[config.mk]
export PLATFORM = sky130hd
export DESIGN_NAME = vehicle_sensor_conditioner_flat
export DESIGN_NICKNAME = d
export VERILOG_FILES = /design/src/rtl/vehicle_sensor_conditioner_pkg.sv /design/src/rtl/vehicle_sensor_conditioner_if.sv /design/src/rtl/vehicle_sensor_conditioner_debouncer.sv /design/src/rtl/vehicle_sensor_conditioner.sv /design/src/flat_wrapper.sv
export SDC_FILE = /design/constraint.sdc
export NUM_CORES = 1
export LEC_CHECK = 0
export CELL_PAD_IN_SITES_DETAIL_PLACEMENT = 1
export CELL_PAD_IN_SITES_GLOBAL_PLACEMENT = 1
export CORE_MARGIN = 5
export CORE_UTILIZATION = 35
export CTS_BUF_LIST = sky130_fd_sc_hd__clkbuf_4 sky130_fd_sc_hd__clkbuf_8 sky130_fd_sc_hd__clkbuf_16
export CTS_CLUSTER_SIZE = 10
export DETAILED_ROUTE_END_ITERATION = 16
export PLACE_DENSITY = 0.58
export REMOVE_ABC_BUFFERS = 1
export SLEW_MARGIN = 25
export SYNTH_ARGS = -nofsm -noshare
export SYNTH_HDL_FRONTEND = slang
export SYNTH_HIERARCHICAL = 1
export SYNTH_SLANG_ARGS = --single-unit
[constraint.sdc]
create_clock -name i_clk -period 4.2 [get_ports i_clk]
set_input_delay 0.63 -clock i_clk [delete_from_list [all_inputs] [get_ports i_clk]]
set_output_delay 0.63 -clock i_clk [all_outputs]
set_load 0.01 [all_outputs]
[src/rtl/vehicle_sensor_conditioner_pkg.sv]
// Shared types and default timing for the side-road vehicle sensor conditioner
// and the traffic-light timing circuit.
package vehicle_sensor_conditioner_pkg;

  typedef enum logic [2:0] {
    ST_IDLE    = 3'd0,
    ST_QUALIFY = 3'd1,
    ST_REQUEST = 3'd2,
    ST_SERVING = 3'd3,
    ST_FAULT   = 3'd4
  } vsc_state_e;

  localparam int DEF_SYNC_STAGES     = 2;
  localparam int DEF_DEBOUNCE_CYCLES = 16;
  localparam int DEF_MIN_PRESENCE    = 64;
  localparam int DEF_FAULT_CYCLES    = 4096;

  // Long/short phase lengths used by the timing circuit next to this block.
  localparam int DEF_TIMER_LONG_CYCLES  = 25;
  localparam int DEF_TIMER_SHORT_CYCLES = 4;

  // Counter width able to hold n-1, never narrower than one bit.
  function automatic int cnt_width(input int n);
    return (n <= 2) ? 1 : $clog2(n);
  endfunction

endpackage

[src/rtl/vehicle_sensor_conditioner_if.sv]
// Sensor/controller side signals of the vehicle sensor conditioner.
interface vehicle_sensor_conditioner_if;
  logic raw_sensor;
  logic service_ack;
  logic vs;
  logic presence;
  logic sensor_fault;

  modport master (
    output raw_sensor,
    output service_ack,
    input  vs,
    input  presence,
    input  sensor_fault
  );

  modport slave (
    input  raw_sensor,
    input  service_ack,
    output vs,
    output presence,
    output sensor_fault
  );
endinterface

[src/rtl/vehicle_sensor_conditioner_debouncer.sv]
// Synchroniser chain plus debounce counter; stable only follows the input after
// it has differed for DEBOUNCE_CYCLES consecutive cycles.
module sensor_debouncer
  import vehicle_sensor_conditioner_pkg::*;
#(
  parameter int SYNC_STAGES     = DEF_SYNC_STAGES,
  parameter int DEBOUNCE_CYCLES = DEF_DEBOUNCE_CYCLES
) (
  input  logic clk,
  input  logic rst_n,
  input  logic raw,
  output logic stable
);

  localparam int DB_W = cnt_width(DEBOUNCE_CYCLES);
  localparam logic [DB_W-1:0] DB_LAST = DB_W'(DEBOUNCE_CYCLES - 1);

  logic [SYNC_STAGES-1:0] sync_q;
  logic [DB_W-1:0]        db_cnt;
  logic                   sync;

  assign sync = sync_q[SYNC_STAGES-1];

  always_ff @(posedge clk or negedge rst_n) begin
    if (!rst_n) begin
      sync_q <= '0;
    end else begin
      sync_q <= {sync_q[SYNC_STAGES-2:0], raw};
    end
  end

  always_ff @(posedge clk or negedge rst_n) begin
    if (!rst_n) begin
      stable <= 1'b0;
      db_cnt <= '0;
    end else if (sync != stable) begin
      if (db_cnt == DB_LAST) begin
        stable <= sync;
        db_cnt <= '0;
      end else begin
        db_cnt <= db_cnt + 1'b1;
      end
    end else begin
      db_cnt <= '0;
    end
  end

endmodule

[src/rtl/vehicle_sensor_conditioner.sv]
// Turns the bouncy loop-detector level into a latched, registered vehicle call,
// with stuck-sensor fallback to a permanent call.
module vehicle_sensor_conditioner
  import vehicle_sensor_conditioner_pkg::*;
#(
  parameter int SYNC_STAGES     = DEF_SYNC_STAGES,
  parameter int DEBOUNCE_CYCLES = DEF_DEBOUNCE_CYCLES,
  parameter int MIN_PRESENCE    = DEF_MIN_PRESENCE,
  parameter int FAULT_CYCLES    = DEF_FAULT_CYCLES
) (
  input  logic                          i_clk,
  input  logic                          i_reset,
  vehicle_sensor_conditioner_if.slave   bus
);

  localparam int Q_W = cnt_width(MIN_PRESENCE);
  localparam int F_W = cnt_width(FAULT_CYCLES);
  // The IDLE cycle that first saw presence counts toward qualification, so
  // the last QUALIFY cycle is the one where q_cnt would reach MIN_PRESENCE-1.
  localparam logic [Q_W-1:0] Q_DONE = Q_W'(MIN_PRESENCE - 2);
  localparam logic [F_W-1:0] F_LAST = F_W'(FAULT_CYCLES - 1);

  vsc_state_e     state;
  logic           presence;
  logic           ack_d;
  logic           ack_rise;
  logic           ack_fall;
  logic           fault_hit;
  logic           vs_q;
  logic           fault_q;
  logic [Q_W-1:0] q_cnt;
  logic [F_W-1:0] f_cnt;

  sensor_debouncer #(
    .SYNC_STAGES     (SYNC_STAGES),
    .DEBOUNCE_CYCLES (DEBOUNCE_CYCLES)
  ) u_debouncer (
    .clk    (i_clk),
    .rst_n  (i_reset),
    .raw    (bus.raw_sensor),
    .stable (presence)
  );

  always_comb begin
    ack_rise  = bus.service_ack & ~ack_d;
    ack_fall  = ~bus.service_ack & ack_d;
    fault_hit = (f_cnt == F_LAST) && (state inside {ST_IDLE, ST_QUALIFY, ST_REQUEST});
  end

  always_ff @(posedge i_clk or negedge i_reset) begin
    if (!i_reset) begin
      ack_d <= 1'b0;
      f_cnt <= '0;
    end else begin
      ack_d <= bus.service_ack;
      if (!presence || state == ST_SERVING) begin
        f_cnt <= '0;
      end else if (f_cnt != F_LAST) begin
        f_cnt <= f_cnt + 1'b1;
      end
    end
  end

  // Call FSM; o_Vs and the fault flag are set alongside the state they belong to.
  always_ff @(posedge i_clk or negedge i_reset) begin
    if (!i_reset) begin
      state   <= ST_IDLE;
      q_cnt   <= '0;
      vs_q    <= 1'b0;
      fault_q <= 1'b0;
    end else if (fault_hit) begin
      state   <= ST_FAULT;
      vs_q    <= 1'b1;
      fault_q <= 1'b1;
    end else begin
      case (state)
        ST_IDLE: begin
          if (presence) begin
            state <= ST_QUALIFY;
            q_cnt <= '0;
          end
        end
        ST_QUALIFY: begin
          if (!presence) begin
            state <= ST_IDLE;
          end else if (q_cnt == Q_DONE) begin
            state <= ST_REQUEST;
            vs_q  <= 1'b1;
          end else begin
            q_cnt <= q_cnt + 1'b1;
          end
        end
        ST_REQUEST: begin
          if (ack_rise) begin
            state <= ST_SERVING;
            vs_q  <= presence;
          end
        end
        ST_SERVING: begin
          if (ack_fall) begin
            state <= ST_IDLE;
            vs_q  <= 1'b0;
          end else begin
            vs_q  <= presence;
          end
        end
        ST_FAULT: begin
          if (!presence) begin
            state   <= ST_IDLE;
            vs_q    <= 1'b0;
            fault_q <= 1'b0;
          end
        end
        default: begin
          state   <= ST_IDLE;
          vs_q    <= 1'b0;
          fault_q <= 1'b0;
        end
      endcase
    end
  end

  assign bus.vs           = vs_q;
  assign bus.presence     = presence;
  assign bus.sensor_fault = fault_q;

endmodule

[src/flat_wrapper.sv]
// flat-port wrapper written by rule: the top's interface ports become plain ports
module vehicle_sensor_conditioner_flat import vehicle_sensor_conditioner_pkg::*;
#(
  parameter int SYNC_STAGES     = DEF_SYNC_STAGES,
  parameter int DEBOUNCE_CYCLES = DEF_DEBOUNCE_CYCLES,
  parameter int MIN_PRESENCE    = DEF_MIN_PRESENCE,
  parameter int FAULT_CYCLES    = DEF_FAULT_CYCLES
)
  (i_clk, i_reset, bus_raw_sensor, bus_service_ack, bus_vs, bus_presence, bus_sensor_fault);
  vehicle_sensor_conditioner_if bus_i ();
  input  logic i_clk;
  input  logic i_reset;
  input wire logic [$bits(bus_i.raw_sensor)-1:0] bus_raw_sensor;
  input wire logic [$bits(bus_i.service_ack)-1:0] bus_service_ack;
  output wire logic [$bits(bus_i.vs)-1:0] bus_vs;
  output wire logic [$bits(bus_i.presence)-1:0] bus_presence;
  output wire logic [$bits(bus_i.sensor_fault)-1:0] bus_sensor_fault;
  assign bus_i.raw_sensor = bus_raw_sensor;
  assign bus_i.service_ack = bus_service_ack;
  assign bus_vs = bus_i.vs;
  assign bus_presence = bus_i.presence;
  assign bus_sensor_fault = bus_i.sensor_fault;
  vehicle_sensor_conditioner #(.SYNC_STAGES(SYNC_STAGES), .DEBOUNCE_CYCLES(DEBOUNCE_CYCLES), .MIN_PRESENCE(MIN_PRESENCE), .FAULT_CYCLES(FAULT_CYCLES)) u_core (.i_clk(i_clk), .i_reset(i_reset), .bus(bus_i));
endmodule
==> flow_summary.toml, run 1 <==
[run_status]
outcome = "finished clean"

[clock_tree]
cts.sinks = 31
cts-hold-fix-buffers = 0
tritoncts_clock_tree = "yes"
clock_tree.htree_level_count = 2
cts_setup_buffers = 0
cts-root-to-sink-buffers = 2
cts_root_buffer = "sky130_fd_sc_hd__clkbuf_8"
post_cts_resize_count = 0
path_clk_slew_ps = 60
clkLatencyLatePin_ps = 280
tritoncts.num_buffers = 5

[power_and_ir_drop]
worst_ir_drop_vdd_v = 0.000177
power.density_cell_area_nw_per_um2 = 327
static-leakage-power_nw = 0.749

[synth]
mappedNetlistArea_um2 = 1700
synth_cell_types = 48
synth-edff-count = 0
syn_avg_cell_area_um2 = 9.96
prevailing_post_synth_register_cell = "sky130_fd_sc_hd__dfrtp_1"
yosys-top-cells-area = "sky130_fd_sc_hd__dfrtp_1, sky130_fd_sc_hd__a21oi_1, sky130_fd_sc_hd__ha_1"
synth_seq_cells = 31
synthesis.instances = 171
async_reset_ff_share_pct = 100
ys_seq_area_share_pct = 45.6
synthesis.yosys.warnings = 6
area_leader_netlist = "sky130_fd_sc_hd__dfrtp_1"
synth.top_cell.area_share_pct = 45.6

[global_routing]
grt.overflow.total = 0
globalRoute.busiestLayer = "met2"
global_route_wire_length_before_repair_um = 7240
global_route.usage.met2_pct = 23.4
largest_net_degree_at_the_start_of_global_routing = 32
first_global_vias = 1491
grt_usage_pct = 14.4
antenna_violations_before_repair = 0
grt_use_met1_pct = 18.9
gr-usage-met3_pct = 3.50

[critical_path]
reg2reg_setup_slack_ps = 2200
timing.critical_path.slowest_cell_delay_ps = 610
critical_path.n_buffers_inverters = 1
crit_path_start = "u_core/u_debouncer/stable"
required_time_at_the_endpoint_of_the_critical_path_ps = 3570
worstPathArrival_ps = 1430
worst-path-stages = 1
timing.reg2reg.worst_path_depth = 5
worstSetupPathType = "reg -> out"
worst_setup_path_end_kind = "output pin"
crit_slowest_cell = "sky130_fd_sc_hd__clkdlybuf4s50_1"
startpoint_type = "register"
critical_path.reg2reg.endpoint = "u_core/state[0]"
crit-reg2reg-launch = "u_core/f_cnt[0]"
critical_path.max_fanout = 9
critical_path.cell_chain = "clkdlybuf4s50_1"
timing.critical_path.max_delay_family = "buffers and inverters"

[worst_hold_path]
worst_hold_path_startpoint = "u_core/u_debouncer/sync_q[0]"
timing.hold.worst_path_depth = 0
worst_hold_path.endpoint = "u_core/u_debouncer/sync_q[1]"
hold_class = "reg -> reg"

[route]
detail_route.wl_per_cell_um = 16.5
wirelength_um = 4100
routed-via-count = 1389
drt_drc = 0
routed_via_density = 5.60
final_antenna_net_count = 0
first_pass_iters = 4
drt_first_iter_violations = 69

[sta]
hold_viol_final = 0
post-route-period-util_pct = 49.0
worst_slew_pin_tran_ps = 579
total_of_endpoints_with_negative_setup_slack_in_the_final_report = 0
slew_headroom_pct = 61.3
setup_ws_ps = 2140
clock-skew-final_ps = 4.85
slew_violations = 0
grt_setup_unrepaired = "no"
maxClockFrequency_mhz = 486
post-route-min-period_ps = 2060
fin_tns_setup_ps = 0

[cells_and_area]
final-seq-area_um2 = 776
finish.utilization_pct = 40.2
fillers = 552
multi_input_comb_area_um2 = 851
num-nets-final = 188
drive_gt1_share_pct = 11.6
area_growth_syn_to_layout_pct = 11.6
num_antenna_cells = 0

[place]
routabilityCongestion = 0.743
hpwlAfterDp_um = 2880
port_buffers = 6
pre_cts_setup_slack_ps = 2130

[job]
max-cap-violations = 0

[floorplan]
design.portCount = 7
die-area_um2 = 6360
starting_density_pct = 36.1
fp.dieW_um = 79.8
die_height_um = 79.8
placement_rows = 25
core-area_um2 = 4720
-- layout make-up --
cell class | instances | area share, %
multi-input cells | 126 | 44.8
flip-flops and latches | 31 | 40.8
clock buffers | 7 | 4.41
well taps | 67 | 4.41
repair buffers | 7 | 3.55
inverters | 9 | 1.78
clock inverters | 1 | 0.263
-- synth_stat cells, types with 2 or more instances --
cell type	number
sky130_fd_sc_hd__dfrtp_1	31
sky130_fd_sc_hd__a21oi_1	17
sky130_fd_sc_hd__nand2_1	12
sky130_fd_sc_hd__o21ai_0	10
sky130_fd_sc_hd__inv_1	9
sky130_fd_sc_hd__nor2_1	9
sky130_fd_sc_hd__nand3_1	8
sky130_fd_sc_hd__nand4_1	5
sky130_fd_sc_hd__and3_1	4
sky130_fd_sc_hd__ha_1	4
sky130_fd_sc_hd__nor4_1	4
sky130_fd_sc_hd__o211ai_1	4
sky130_fd_sc_hd__or3_1	4
sky130_fd_sc_hd__xnor2_1	4
sky130_fd_sc_hd__and4_1	3
sky130_fd_sc_hd__buf_6	3
sky130_fd_sc_hd__o31ai_1	3
sky130_fd_sc_hd__or4_1	3
sky130_fd_sc_hd__a211oi_1	2
sky130_fd_sc_hd__nor2b_1	2
sky130_fd_sc_hd__nor3_1	2
sky130_fd_sc_hd__xor2_1	2
-- routing by layer --
layer	wire length, µm	vias to the layer above	share of wire (%)
li1	-	666	-
met1	2020	700	49
met2	1930	17	47
met3	105	6	2.6
met4	51	0	1.2
met5	0	-	0
-- stage by stage --
step	instances	power, W	instance area (µm²)	hold slack (ps)
floorplan	166	0.000360	1660	331
global placement	240	0.000389	1810	343
detailed placement	240	0.000391	1810	341
CTS	248	0.000637	1900	357
global route	248	0.000659	1900	380
finish	248	0.000621	1900	355
-- cells in the final DEF (no fill, tap or decap), types with 3 or more instances in the layout --
cell type / n
sky130_fd_sc_hd__nor4_1: 4
sky130_fd_sc_hd__nand3_1: 8
sky130_fd_sc_hd__and4_1: 3
sky130_fd_sc_hd__or4_1: 3
sky130_fd_sc_hd__o31ai_1: 3
sky130_fd_sc_hd__nand2_1: 12
sky130_fd_sc_hd__clkdlybuf4s50_1: 6
sky130_fd_sc_hd__and3_1: 4
sky130_fd_sc_hd__ha_1: 4
sky130_fd_sc_hd__or3_1: 4
sky130_fd_sc_hd__o211ai_1: 4
sky130_fd_sc_hd__inv_1: 9
sky130_fd_sc_hd__o21ai_0: 10
sky130_fd_sc_hd__nor2_1: 9
sky130_fd_sc_hd__nand4_1: 5
sky130_fd_sc_hd__xnor2_1: 4
sky130_fd_sc_hd__a21oi_1: 17
sky130_fd_sc_hd__clkbuf_8: 5
sky130_fd_sc_hd__dfrtp_1: 31
-- how the worst max path moves through the flow --
stage / to / slack [ps]
3_5_place_dp: u_core/bus.vs / 2130
5_1_grt: bus_presence / 2080
4_1_cts: bus_presence / 2120
6_report: bus_presence / 2140
3_3_place_gp: u_core/bus.vs / 2210
2_1_floorplan: u_core/q_cnt[3] / 2440
-- kinds of logic (layout without fill, tap and decap cells) --
logic type / count (synthesis) / after routing / synth area share, %
buf+inv: 14 / 24 / 4.48
mux: 2 / 2 / 1.54
simple gates: 65 / 65 / 22.8
fa+ha+maj: 4 / 4 / 2.94
xor+xnor: 6 / 6 / 3.09
flops: 31 / 31 / 45.6
compound gates: 49 / 49 / 19.6
-- where the power goes --
group / internal (W) / total (W) / switching [W]
sequential: 0.000311 / 0.000328 / 0.0000169
combinational: 0.0000301 / 0.0000570 / 0.0000269
clock: 0.000129 / 0.000237 / 0.000108
total: 0.000470 / 0.000621 / 0.000151
-- registers in the layout, summed over array words and instances, names as in the netlist --
name                       cells
u_core/ack_d                   1
u_core/bus.sensor_fault        1
u_core/bus.vs                  1
u_core/f_cnt                  12
u_core/q_cnt                   6
u_core/state                   3
u_core/u_debouncer/db_cnt      4
u_core/u_debouncer/stable      1
u_core/u_debouncer/sync_q      2
(Power assumes the default switching activity.)
==> run 2: changes to the inputs <==
- clock period: 4.2 -> 2 ns (I/O delays scaled with it)
==> flow_summary.toml, run 2 (same netlist as run 1, synthesis figures left out) <==
[route]
routed-wl-met3_um = 129
drt_drc = 0
m1WireLength_um = 2090
final_antenna_net_count = 0
detail_route.wl_per_cell_um = 17.2
first_pass_iters = 4
met2WireLength_um = 2160
top_signal_layer_used = "met4"
drt_first_iter_violations = 82
wirelength_um = 4430
routed_via_density = 5.58
routed-via-count = 1433

[global_routing]
first_global_vias = 1482
grt.overflow.total = 0
grt_usage_pct = 15.4
largest_net_degree_at_the_start_of_global_routing = 32
antenna_violations_before_repair = 0
global_route_wire_length_before_repair_um = 7490

[job]
max-cap-violations = 0

[clock_tree]
clock_tree.htree_level_count = 2
path_clk_slew_ps = 60
post_cts_resize_count = 0
cts_setup_buffers = 0
tritoncts_clock_tree = "yes"
cts.sinks = 31
cts-hold-fix-buffers = 0
clkLatencyLatePin_ps = 280
cts_root_buffer = "sky130_fd_sc_hd__clkbuf_8"
cts-root-to-sink-buffers = 2
tritoncts.num_buffers = 5

[sta]
post-route-min-period_ps = 1860
hold_viol_final = 0
total_of_endpoints_with_negative_setup_slack_in_the_final_report = 0
slew_headroom_pct = 60.6
maxClockFrequency_mhz = 537
clock-skew-final_ps = 4.22
grt_setup_unrepaired = "no"
worst_slew_pin_tran_ps = 589
fin_tns_setup_ps = 0
slew_violations = 0
post-route-period-util_pct = 93.0
timing.hold.ws_ps = 355

[cells_and_area]
finish.utilization_pct = 41.7
instances_no_fill = 257
area_growth_syn_to_layout_pct = 15.6
num_antenna_cells = 0
most_common_cell_after_layout_fill_and_taps_aside = "sky130_fd_sc_hd__dfrtp_1"
largestRegisters = "u_core/f_cnt (12), u_core/q_cnt (6), u_core/u_debouncer/db_cnt (4)"
commonest_non_fill_non_tap_cells_in_the_layout = "sky130_fd_sc_hd__dfrtp_1, sky130_fd_sc_hd__a21oi_1, sky130_fd_sc_hd__nand2_1"
drive_gt1_share_pct = 16.3
num-nets-final = 197
top_register = "u_core/f_cnt"
largest_reg_flops = 12

[place]
dp_cells = 249
hpwlAfterDp_um = 3210
port_buffers = 6
routabilityCongestion = 0.821

[floorplan]
placement_rows = 25
die-area_um2 = 6360
design.portCount = 7
starting_density_pct = 36.1
fp.dieW_um = 79.8
die_height_um = 79.8
core-area_um2 = 4720

[critical_path]
worst_setup_path_end_kind = "register"
critical_path.max_fanout = 13
required_time_at_the_endpoint_of_the_critical_path_ps = 2210
crit-reg2reg-launch = "u_core/f_cnt[0]"
worstSetupPathType = "reg -> reg"
timing.reg2reg.worst_path_depth = 5
startpoint_type = "register"
worstPathArrival_ps = 2080
reg2reg_setup_slack_ps = 140
critical_path.reg2reg.endpoint = "u_core/q_cnt[3]"

[power_and_ir_drop]
static-leakage-power_nw = 0.792
power.density_cell_area_nw_per_um2 = 661
worst_ir_drop_vdd_v = 0.000440

[worst_hold_path]
worst_hold_path.endpoint = "u_core/u_debouncer/sync_q[1]"
worst_hold_path_startpoint = "u_core/u_debouncer/sync_q[0]"
hold_class = "reg -> reg"
timing.hold.worst_path_depth = 0

[run_status]
outcome = "finished clean"
## run 2: worst max path at each step
stage,start,to,cells after the start
after floorplan,u_core/f_cnt[0],u_core/q_cnt[3],5
after global placement,u_core/f_cnt[0],u_core/q_cnt[3],5
after detailed placement,u_core/f_cnt[0],u_core/state[0],6
after CTS,u_core/f_cnt[0],u_core/state[0],6
after global routing,u_core/f_cnt[0],u_core/state[0],5
final,u_core/f_cnt[0],u_core/q_cnt[3],5
## run 2: per-layer routing
layer  global-route usage [%]  vias up
met2                     24.9       16
met4                     5.57        0
met3                     3.61        5
li1                         -      680
met5                        0        -
met1                     20.1      732
## run 2: area by class of cell
| cell class | instances | area (µm²) |
|---|---|---|
| Sequential cell | 31 | 776 |
| Tap cell | 67 | 83.8 |
| Inverter | 9 | 33.8 |
| Multi-Input combinational cell | 126 | 856 |
| Clock buffer | 5 | 68.8 |
| Clock inverter | 3 | 15.0 |
| Timing Repair Buffer | 16 | 135 |
| Fill cell | 534 | 2760 |
## run 2: metrics by stage
step | cell area (µm²) | total power, W | setup slack, ps
6_report | 1970 | 0.00130 | 139
3_3_place_gp | 1880 | 0.000832 | 254
4_1_cts | 1960 | 0.00132 | 78.5
5_1_grt | 1970 | 0.00137 | 47.4
3_5_place_dp | 1880 | 0.000842 | 111
2_1_floorplan | 1660 | 0.000757 | 236
## run 2: power by group
group	leakage, nW	internal (W)	switching (W)
clock network	0.0477	0.000238	0.000236
logic	0.323	0.0000755	0.0000792
registers	0.420	0.000653	0.0000204
## run 2: worst max-delay path: stages (launching register included)
cell                       delay, ps
sky130_fd_sc_hd__dfrtp_1         400
sky130_fd_sc_hd__ha_1            260
sky130_fd_sc_hd__nand3_1         160
sky130_fd_sc_hd__o311ai_4        200
sky130_fd_sc_hd__or4_2           660
sky130_fd_sc_hd__nand3_1         110
==> run 3: changes to the inputs <==
- SETUP_SLACK_MARGIN: not set -> 0.1
- clock period: 2 -> 2.35 ns (I/O delays scaled with it)
==> flow_summary.toml, run 3 (same netlist as run 1, synthesis figures left out) <==
[cells_and_area]
num_antenna_cells = 0
instances_no_fill = 249
area_growth_syn_to_layout_pct = 12.2
num-nets-final = 191
largestRegisters = "u_core/f_cnt (12), u_core/q_cnt (6), u_core/u_debouncer/db_cnt (4)"
commonest_non_fill_non_tap_cells_in_the_layout = "sky130_fd_sc_hd__dfrtp_1, sky130_fd_sc_hd__a21oi_1, sky130_fd_sc_hd__nand2_1"
fillers = 556
top_register = "u_core/f_cnt"
most_common_cell_after_layout_fill_and_taps_aside = "sky130_fd_sc_hd__dfrtp_1"
drive_gt1_share_pct = 12.1
largest_reg_flops = 12

[sta]
grt_setup_unrepaired = "no"
total_of_endpoints_with_negative_setup_slack_in_the_final_report = 0
worst_slew_pin_tran_ps = 569
timing.hold.ws_ps = 386
slew_violations = 0
fin_tns_setup_ps = 0
post-route-min-period_ps = 1940
setup_ws_ps = 405
post-route-period-util_pct = 82.7
maxClockFrequency_mhz = 514
clock-skew-final_ps = 5.38
hold_viol_final = 0
slew_headroom_pct = 61.7

[floorplan]
design.portCount = 7
core-area_um2 = 4720
die_height_um = 79.8
starting_density_pct = 36.1
fp.dieW_um = 79.8
placement_rows = 25
die-area_um2 = 6360

[global_routing]
grt_usage_pct = 14.3
global_route_wire_length_before_repair_um = 7200
largest_net_degree_at_the_start_of_global_routing = 32
antenna_violations_before_repair = 0
grt.overflow.total = 0
first_global_vias = 1473

[critical_path]
worstPathArrival_ps = 2100
worst_setup_path_endpoint = "u_core/q_cnt[0]"
critical_path.reg2reg.endpoint = "u_core/q_cnt[0]"
crit-reg2reg-launch = "u_core/f_cnt[0]"
critical_path.n_buffers_inverters = 0
timing.critical_path.max_delay_family = "compound AO/OA/AOI/OAI gates"
timing.reg2reg.worst_path_depth = 5
reg2reg_setup_slack_ps = 410
worst-path-stages = 5
required_time_at_the_endpoint_of_the_critical_path_ps = 2510
critical_path.cell_chain = "ha_1 -> nand3_1 -> o311ai_4 -> nor4_1 -> a211o_2"
worstSetupPathType = "reg -> reg"
crit_path_start = "u_core/f_cnt[0]"
worst_setup_path_end_kind = "register"
crit_slowest_cell = "sky130_fd_sc_hd__o311ai_4"
timing.critical_path.slowest_cell_delay_ps = 570
critical_path.max_fanout = 13
startpoint_type = "register"

[route]
drt_drc = 0
detail_route.wl_per_cell_um = 16.1
first_pass_iters = 4
routed-via-count = 1375
top_signal_layer_used = "met4"
m1WireLength_um = 1950
routed_via_density = 5.52
met2WireLength_um = 1910
routed-wl-met3_um = 119
wirelength_um = 4010
drt_first_iter_violations = 41
final_antenna_net_count = 0

[power_and_ir_drop]
worst_ir_drop_vdd_v = 0.000344
static-leakage-power_nw = 0.757
power.density_cell_area_nw_per_um2 = 564

[clock_tree]
clkLatencyLatePin_ps = 280
cts-root-to-sink-buffers = 2
tritoncts_clock_tree = "yes"
tritoncts.num_buffers = 5
post_cts_resize_count = 0
cts.sinks = 31
path_clk_slew_ps = 60
cts_root_buffer = "sky130_fd_sc_hd__clkbuf_8"
cts_setup_buffers = 0
clock_tree.htree_level_count = 2
cts-hold-fix-buffers = 0

[place]
hpwlAfterDp_um = 2940
port_buffers = 6
routabilityCongestion = 0.773
dp_cells = 243
pre_cts_setup_slack_ps = 421

[worst_hold_path]
worst_hold_path_startpoint = "u_core/u_debouncer/sync_q[0]"
hold_class = "reg -> reg"

[job]
max-cap-violations = 0

[run_status]
outcome = "finished clean"
run 3: changes by cell type in the layout (fill, tap and decap cells not counted):
| cell | before | now |
|---|---|---|
| sky130_fd_sc_hd__buf_4 | 10 | 4 |
| sky130_fd_sc_hd__clkinv_2 | 3 | 0 |
| sky130_fd_sc_hd__clkbuf_4 | 0 | 1 |
| sky130_fd_sc_hd__nor3_1 | 1 | 2 |
| sky130_fd_sc_hd__nor3_2 | 1 | 0 |
run 3: final cells by class:
type                            instances  area (µm²)  area share, %
Multi-Input combinational cell        126         851           44.5
Tap cell                               67        83.8           4.39
Sequential cell                        31         776           40.6
Clock buffer                            6        76.3           3.99
Timing Repair Buffer                   10        90.1           4.72
Inverter                                9        33.8           1.77
run 3: worst min path at each step:
stage	endpoint	depth (start not counted)
after floorplan	u_core/ack_d	0
after global placement	u_core/u_debouncer/sync_q[1]	0
after detailed placement	u_core/u_debouncer/sync_q[1]	0
after CTS	u_core/u_debouncer/sync_q[1]	0
after global routing	u_core/u_debouncer/sync_q[1]	0
final	u_core/u_debouncer/sync_q[1]	0
run 3: through the flow:
stage	instance area [µm²]	power [W]	utilization, %
after CTS	1910	0.00110	40.5
final	1910	0.00108	40.5
after global placement	1830	0.000699	38.8
after detailed placement	1830	0.000705	38.8
after floorplan	1660	0.000644	-
after global routing	1910	0.00114	40.5
run 3: per-layer routing:
| layer | vias to the layer above | track usage, % |
|---|---|---|
| li1 | 669 | - |
| met1 | 689 | 20.1 |
| met2 | 15 | 22.1 |
| met3 | 2 | 3.16 |
| met4 | 0 | 4.05 |
| met5 | - | 0 |
run 3: power by group:
part	internal [W]	switching, W	leakage (nW)
sequential	0.000556	0.0000287	0.420
combinational	0.0000562	0.0000540	0.296
clock	0.000208	0.000175	0.0406
